## config.mk

```make
export PLATFORM = sky130hd
export DESIGN_NAME = mem_interconnect_flat
export DESIGN_NICKNAME = d
export VERILOG_FILES = /design/src/rtl/mem_interconnect_if.sv /design/src/rtl/mem_interconnect.sv /design/src/flat_wrapper.sv
export SDC_FILE = /design/constraint.sdc
export NUM_CORES = 1
export LEC_CHECK = 0
export CAP_MARGIN = 30
export CORE_AREA = 2 2 143 145
export CTS_CLUSTER_DIAMETER = 40
export DETAILED_ROUTE_END_ITERATION = 10
export DIE_AREA = 0 0 145 147
export PLACE_DENSITY_LB_ADDON = 0.12
export SLEW_MARGIN = 10
export SYNTH_ARGS = -nofsm -noshare
export SYNTH_HDL_FRONTEND = slang
export SYNTH_SLANG_ARGS = --single-unit
```

## constraint.sdc

```tcl
create_clock -name clk -period 3.87 [get_ports clk]
set_input_delay 0.5805 -clock clk [delete_from_list [all_inputs] [get_ports clk]]
set_output_delay 0.5805 -clock clk [all_outputs]
set_load 0.05 [all_outputs]
```

## src/rtl/mem_interconnect_if.sv

```systemverilog
// rtl/mem_interconnect_if.sv - master-side and slave-side bus signals of the memory interconnect
interface mem_interconnect_if #(
    parameter int NUM_SLAVES = 4
);
    logic [31:0]              address_in;
    logic                     read_in;
    logic                     write_in;
    logic [3:0]               write_mask_in;
    logic [31:0]              write_value_in;
    logic [31:0]              read_value_out;
    logic                     ready_out;
    logic                     error_out;
    logic [31:0]              fault_address_out;
    logic [NUM_SLAVES-1:0]    sel_out;
    logic [31:0]              address_out;
    logic                     read_out;
    logic [3:0]               write_mask_out;
    logic [31:0]              write_value_out;
    logic [NUM_SLAVES*32-1:0] read_value_in;
    logic [NUM_SLAVES-1:0]    ready_in;

    modport slave (
        input  address_in, read_in, write_in, write_mask_in, write_value_in,
        input  read_value_in, ready_in,
        output read_value_out, ready_out, error_out, fault_address_out,
        output sel_out, address_out, read_out, write_mask_out, write_value_out
    );

    modport master (
        output address_in, read_in, write_in, write_mask_in, write_value_in,
        output read_value_in, ready_in,
        input  read_value_out, ready_out, error_out, fault_address_out,
        input  sel_out, address_out, read_out, write_mask_out, write_value_out
    );
endinterface

```

## src/rtl/mem_interconnect.sv

```systemverilog
// rtl/mem_interconnect.sv - table-decoded memory bus interconnect with wait states, timeout and fault capture
module mem_interconnect #(
    parameter int                      NUM_SLAVES  = 4,
    parameter logic [NUM_SLAVES*32-1:0] SLAVE_BASES = {32'h0003_0000, 32'h0002_0000, 32'h0001_0000, 32'h0000_0000},
    parameter logic [NUM_SLAVES*32-1:0] SLAVE_MASKS = {32'hFFFF_FFF0, 32'hFFFF_FFF0, 32'hFFFF_FFFC, 32'hFFFF_0000},
    parameter int                      TIMEOUT     = 255,
    parameter logic [31:0]             ERR_VALUE   = 32'hDEAD_BEEF
) (
    input  logic                 clk,
    input  logic                 reset,
    mem_interconnect_if.slave    bus
);
    localparam int IW = (NUM_SLAVES > 1) ? $clog2(NUM_SLAVES) : 1;
    localparam int CW = $clog2(TIMEOUT + 1);

    typedef enum logic [1:0] {IDLE, WAIT, RESP} state_t;

    state_t        state_q, state_d;
    logic [IW-1:0] idx_q, idx_d;
    logic [CW-1:0] cnt_q, cnt_d;
    logic          err_q, err_d;
    logic [31:0]   rdata_q, rdata_d;
    logic [31:0]   fault_q, fault_d;
    logic [31:0]   addr_q, addr_d;

    logic          req;
    logic          hit;
    logic [IW-1:0] hit_idx;
    logic          sel_ready;
    logic [31:0]   sel_rdata;
    logic          in_wait;

    assign req = bus.read_in | bus.write_in;

    // Scan from the top down so the lowest matching index is the one left standing.
    always_comb begin
        hit     = 1'b0;
        hit_idx = '0;
        for (int i = NUM_SLAVES - 1; i >= 0; i--) begin
            if ((bus.address_in & SLAVE_MASKS[32*i +: 32]) == SLAVE_BASES[32*i +: 32]) begin
                hit     = 1'b1;
                hit_idx = IW'(i);
            end
        end
    end

    always_comb begin
        sel_ready = 1'b0;
        sel_rdata = '0;
        for (int i = 0; i < NUM_SLAVES; i++) begin
            if (idx_q == IW'(i)) begin
                sel_ready = bus.ready_in[i];
                sel_rdata = bus.read_value_in[32*i +: 32];
            end
        end
    end

    always_ff @(posedge clk or posedge reset) begin
        if (reset) begin
            state_q <= IDLE;
            idx_q   <= '0;
            cnt_q   <= '0;
            err_q   <= 1'b0;
            rdata_q <= '0;
            fault_q <= '0;
            addr_q  <= '0;
        end else begin
            state_q <= state_d;
            idx_q   <= idx_d;
            cnt_q   <= cnt_d;
            err_q   <= err_d;
            rdata_q <= rdata_d;
            fault_q <= fault_d;
            addr_q  <= addr_d;
        end
    end

    always_comb begin
        state_d = state_q;
        idx_d   = idx_q;
        cnt_d   = cnt_q;
        err_d   = err_q;
        rdata_d = rdata_q;
        fault_d = fault_q;
        addr_d  = addr_q;
        case (state_q)
            IDLE: begin
                if (req) begin
                    addr_d = bus.address_in;
                    if (hit) begin
                        idx_d   = hit_idx;
                        cnt_d   = '0;
                        state_d = WAIT;
                    end else begin
                        err_d   = 1'b1;
                        rdata_d = ERR_VALUE;
                        fault_d = bus.address_in;
                        state_d = RESP;
                    end
                end
            end
            WAIT: begin
                // A slave answering on the last allowed cycle still beats the timeout.
                if (sel_ready) begin
                    err_d   = 1'b0;
                    rdata_d = bus.write_in ? 32'h0 : sel_rdata;
                    state_d = RESP;
                end else if (cnt_q == CW'(TIMEOUT - 1)) begin
                    err_d   = 1'b1;
                    rdata_d = ERR_VALUE;
                    fault_d = addr_q;
                    state_d = RESP;
                end else begin
                    cnt_d = cnt_q + CW'(1);
                end
            end
            RESP:    state_d = IDLE;
            default: state_d = IDLE;
        endcase
    end

    assign in_wait               = (state_q == WAIT);
    assign bus.sel_out           = in_wait ? (NUM_SLAVES'(1) << idx_q) : '0;
    assign bus.address_out       = in_wait ? bus.address_in : 32'h0;
    assign bus.read_out          = in_wait & bus.read_in;
    assign bus.write_mask_out    = (in_wait & bus.write_in) ? bus.write_mask_in : 4'h0;
    assign bus.write_value_out   = in_wait ? bus.write_value_in : 32'h0;
    assign bus.ready_out         = (state_q == RESP);
    assign bus.error_out         = (state_q == RESP) & err_q;
    assign bus.read_value_out    = rdata_q;
    assign bus.fault_address_out = fault_q;
endmodule

```

## src/flat_wrapper.sv

```systemverilog
// flat-port wrapper written by rule: the top's interface ports become plain ports
module mem_interconnect_flat 
#(
    parameter int                      NUM_SLAVES  = 4,
    parameter logic [NUM_SLAVES*32-1:0] SLAVE_BASES = {32'h0003_0000, 32'h0002_0000, 32'h0001_0000, 32'h0000_0000},
    parameter logic [NUM_SLAVES*32-1:0] SLAVE_MASKS = {32'hFFFF_FFF0, 32'hFFFF_FFF0, 32'hFFFF_FFFC, 32'hFFFF_0000},
    parameter int                      TIMEOUT     = 255,
    parameter logic [31:0]             ERR_VALUE   = 32'hDEAD_BEEF
)
  (clk, reset, bus_address_in, bus_read_in, bus_write_in, bus_write_mask_in, bus_write_value_in, bus_read_value_in, bus_ready_in, bus_read_value_out, bus_ready_out, bus_error_out, bus_fault_address_out, bus_sel_out, bus_address_out, bus_read_out, bus_write_mask_out, bus_write_value_out);
  mem_interconnect_if #(.NUM_SLAVES(NUM_SLAVES)) bus_i ();
  input  logic clk;
  input  logic reset;
  input wire logic [$bits(bus_i.address_in)-1:0] bus_address_in;
  input wire logic [$bits(bus_i.read_in)-1:0] bus_read_in;
  input wire logic [$bits(bus_i.write_in)-1:0] bus_write_in;
  input wire logic [$bits(bus_i.write_mask_in)-1:0] bus_write_mask_in;
  input wire logic [$bits(bus_i.write_value_in)-1:0] bus_write_value_in;
  input wire logic [$bits(bus_i.read_value_in)-1:0] bus_read_value_in;
  input wire logic [$bits(bus_i.ready_in)-1:0] bus_ready_in;
  output wire logic [$bits(bus_i.read_value_out)-1:0] bus_read_value_out;
  output wire logic [$bits(bus_i.ready_out)-1:0] bus_ready_out;
  output wire logic [$bits(bus_i.error_out)-1:0] bus_error_out;
  output wire logic [$bits(bus_i.fault_address_out)-1:0] bus_fault_address_out;
  output wire logic [$bits(bus_i.sel_out)-1:0] bus_sel_out;
  output wire logic [$bits(bus_i.address_out)-1:0] bus_address_out;
  output wire logic [$bits(bus_i.read_out)-1:0] bus_read_out;
  output wire logic [$bits(bus_i.write_mask_out)-1:0] bus_write_mask_out;
  output wire logic [$bits(bus_i.write_value_out)-1:0] bus_write_value_out;
  assign bus_i.address_in = bus_address_in;
  assign bus_i.read_in = bus_read_in;
  assign bus_i.write_in = bus_write_in;
  assign bus_i.write_mask_in = bus_write_mask_in;
  assign bus_i.write_value_in = bus_write_value_in;
  assign bus_i.read_value_in = bus_read_value_in;
  assign bus_i.ready_in = bus_ready_in;
  assign bus_read_value_out = bus_i.read_value_out;
  assign bus_ready_out = bus_i.ready_out;
  assign bus_error_out = bus_i.error_out;
  assign bus_fault_address_out = bus_i.fault_address_out;
  assign bus_sel_out = bus_i.sel_out;
  assign bus_address_out = bus_i.address_out;
  assign bus_read_out = bus_i.read_out;
  assign bus_write_mask_out = bus_i.write_mask_out;
  assign bus_write_value_out = bus_i.write_value_out;
  mem_interconnect #(.NUM_SLAVES(NUM_SLAVES), .SLAVE_BASES(SLAVE_BASES), .SLAVE_MASKS(SLAVE_MASKS), .TIMEOUT(TIMEOUT), .ERR_VALUE(ERR_VALUE)) u_core (.clk(clk), .reset(reset), .bus(bus_i));
endmodule
```

==> key figures <==
Status
  • Outcome: complete, no violations

Power and ir drop
  • Clock Power Share: 30.2%
  • Internal cell power: approximately 2.2 mW
  • Switching share of power: between 30% and 40%
  • Power Density: approximately 310 nW/um^2
  • Leakage power total: 4.20 nW
  • Power share of the sequential group: a little over two fifths
  • Worst VDD drop: a little under 0.0002 V
  • Combinational Power Share: roughly 28%
  • Switch Pwr: around 990 uW

Layout
  • Fill cells: roughly 1.9k
  • Sequential cell area: approximately 2700 um^2
  • Multi-input gate area: 3230 um^2
  • Antenna diodes: 0
  • Finished Cell Area: 10200 um^2
  • Area growth syn-to-layout: 64.4%
  • Layout cells sized above 1: a little over a tenth
  • Nets: around 1.2k
  • Non-Filler Instances: 1221

Floorplan
  • IO Pins: 343
  • Chip height: about 150 um
  • Initial core utilization: 31.2%
  • Num rows: 52
  • Core area: ~20000 um^2
  • Die Wd: approximately 150 um
  • Die Area: between 20000 and 25000 um^2

Drt
  • Drt total wl: roughly 22 mm
  • DR iter-0 viols: between 200 and 300
  • Via count: roughly 5.8k
  • # DRC: 0
  • Drt pass-1 iters: 7
  • Final ANT Viol Nets: 0
  • Vias per inst: 4.76
  • Wirelength per Cell: around 18 um

Placement
  • Dpl hpwl: approximately 17 mm
  • PortBufs: 342
  • Dpl cells: ~1.2k
  • Area post-placement: 9860 um^2
  • Gpl congestion: roughly 0.77

Global route
  • Total Routing Usage GR: approximately 21%
  • Number of global-route vias before repair: 6038
  • Largest net degree at the start of global routing: 97
  • Initial antenna violation count: 0
  • First-pass GRT wire length: about 35 mm
  • GRT Residual Overflow: 0

CTS
  • Root buffer cell: clkbuf_16
  • Clk pin slew, worst setup/hold paths: approximately 0.080 ns
  • Cts hold-fix bufs: 0
  • Clock Latency Late Sink: between 0.3 and 0.4 ns
  • Post_cts resized: 0
  • Setup Fix Bufs, Post-CTS: 0
  • Clk sinks: roughly 110
  • Num CTS Buffers: 9
  • Clk buf depth: 2
  • Max H-tree Level: 3
  • CTS tree: yes

STA
  • Fmax: about 300 MHz
  • RSZ-0062 raised after global routing: false
  • Fin Setup TNS: 0 ns
  • Slew headroom: between 50 and 60%
  • Worst hold slack: about 0.48 ns
  • Measured slew at the worst slew-check pin: around 0.63 ns
  • Setup Skew: approximately 0.011 ns
  • Final hold violation count: 0
  • Final period util: a little under nine tenths
  • Final worst path period need: ~3.3 ns
  • Final setup fails: 0
  • Pins Over Slew Limit: 0

Synthesis
  • Post-Syn Area: 6190 um^2
  • Synth area leader: dfrtp_1
  • Post-Synthesis Cells: a little over 600
  • Avg Cell Area, Syn: approximately 9.9 um^2
  • Synth async-reset ratio: 100%
  • Number of synthesized flops with an enable pin: 0
  • Area share of the largest cell type after synthesis: between 40% and 50%
  • Sequential area share after synthesis: 44.1%
  • Post-synthesis net count: between 800 and 900
  • Ys Warns: 0
  • Top post-synthesis cells by area: dfrtp_1, nand2_1, mux4_2, and2_1, mux2_2
  • Synth cell types: 44
  • Post-synth top flop: dfrtp_1
  • Yosys reg bits: between 100 and 150

Setup path
  • Crit Path Class: reg -> out
  • R2r setup slk: roughly 1.1 ns
  • Worst Path Required: 3.29 ns
  • WP data arrival: about 2.7 ns
  • CP max FO: 96
  • Worst Setup Start Kind: register
  • Worst Setup End Kind: output pin

Job
  • Max-cap viol count: 0

Min path
  • Hold Path Class: reg -> reg
## cell usage after synthesis, types with 8 or more instances
| cell type | instances |
|---|---|
| nand2_1 | 200 |
| dfrtp_1 | 109 |
| and2_1 | 66 |
| mux4_2 | 33 |
| clkbuf_1 | 30 |
| mux2_2 | 30 |
| nor2b_1 | 25 |
| o22a_1 | 24 |
| and3_1 | 9 |
| nor2_1 | 9 |
| a22o_1 | 8 |
## logic make-up (layout without fill, tap and decap cells)
| group | count (synthesis) | after routing | synth area share (%) |
|---|---|---|---|
| AND/OR/NAND/NOR | 334 | 334 | 25.3 |
| XOR/XNOR | 1 | 1 | 0.142 |
| adder cells (fa/ha/maj) | 2 | 2 | 0.404 |
| buffers and inverters | 51 | 379 | 3.92 |
| flip-flops | 109 | 109 | 44.1 |
| multiplexers | 68 | 68 | 18.3 |
| AO/OA/AOI/OAI | 58 | 58 | 7.77 |
## power by group through the flow
stage / Sequential, mW / Clock [mW] / Combinational [mW]
after floorplan: 1.56 / 0 / 0.272
after global placement: 1.35 / 0 / 0.903
after detailed placement: 1.35 / 0 / 0.909
after CTS: 1.33 / 0.995 / 0.912
after global routing: 1.35 / 1.03 / 0.961
final: 1.33 / 0.963 / 0.898
## layout make-up
cell class              instances  share of cell area [%]
clock buffers                   9                    2.21
clock inverters                 7                   0.812
inverters                       8                   0.320
multi-input cells             463                    31.8
flip-flops and latches        109                    26.8
well taps                     270                    3.32
repair buffers                355                    34.7
## flip-flops by register name (all words and copies together), names as in the netlist
name and count:
u_core.bus.fault_address_out 32, u_core.addr_q 32, u_core.bus.read_value_out 32, u_core.err_q 1, u_core.state_q 2, u_core.cnt_q 8, u_core.idx_q 2
## cells in the final DEF, fill, tap and decap left out, types with 5 or more instances in the layout
| cell | count |
|---|---|
| a21oi_1 | 6 |
| a22o_1 | 8 |
| and2_1 | 66 |
| and3_1 | 9 |
| buf_4 | 12 |
| clkbuf_16 | 9 |
| clkdlybuf4s50_1 | 342 |
| dfrtp_1 | 107 |
| inv_1 | 6 |
| mux2_2 | 30 |
| mux4_2 | 33 |
| nand2_1 | 200 |
| nand3_1 | 5 |
| nor2_1 | 8 |
| nor2b_1 | 25 |
| nor4_1 | 7 |
| o22a_1 | 24 |
## metal layers
| layer | global-route usage [%] | share of wire, % | vias to the layer above | routed length [um] |
|---|---|---|---|---|
| li1 | - | - | 2789 | - |
| met1 | 25.0 | 41 | 2751 | 8880 |
| met2 | 36.5 | 50 | 260 | 11000 |
| met3 | 6.21 | 8.0 | 18 | 1760 |
| met4 | 5.10 | 1.3 | 0 | 293 |
| met5 | 0 | 0 | - | 0 |
## path summary, 6_finish.rpt
path | from | end | cells past startpoint
worst max-delay path | u_core.state_q[0] | bus_write_value_out[22] | 5
worst min-delay path | u_core.addr_q[23] | u_core.addr_q[23] | 2
worst max register to register | u_core.state_q[1] | u_core.bus.read_value_out[0] | 6
worst min register to register | u_core.addr_q[23] | u_core.addr_q[23] | 2
max in group asynchronous | reset | u_core.bus.read_value_out[29] | 3
min in group asynchronous | reset | u_core.bus.fault_address_out[2] | 2
## metrics by stage
stage	total power [mW]	util, %	setup slack [ns]
6_report	3.19	51.3	0.547
5_1_grt	3.35	51.3	0.426
4_1_cts	3.24	51.3	0.537
3_5_place_dp	2.26	49.7	0.480
3_3_place_gp	2.25	49.7	0.518
2_1_floorplan	1.83	-	0.416
## worst max-delay path, stage by stage, from the launching register on
cell	delay [ns]
dfrtp_1	0.45
inv_1	0.18
nor2_4	0.31
buf_12	0.33
and2_1	0.23
clkdlybuf4s50_1	0.81
Power figures use the tool's default switching activity.
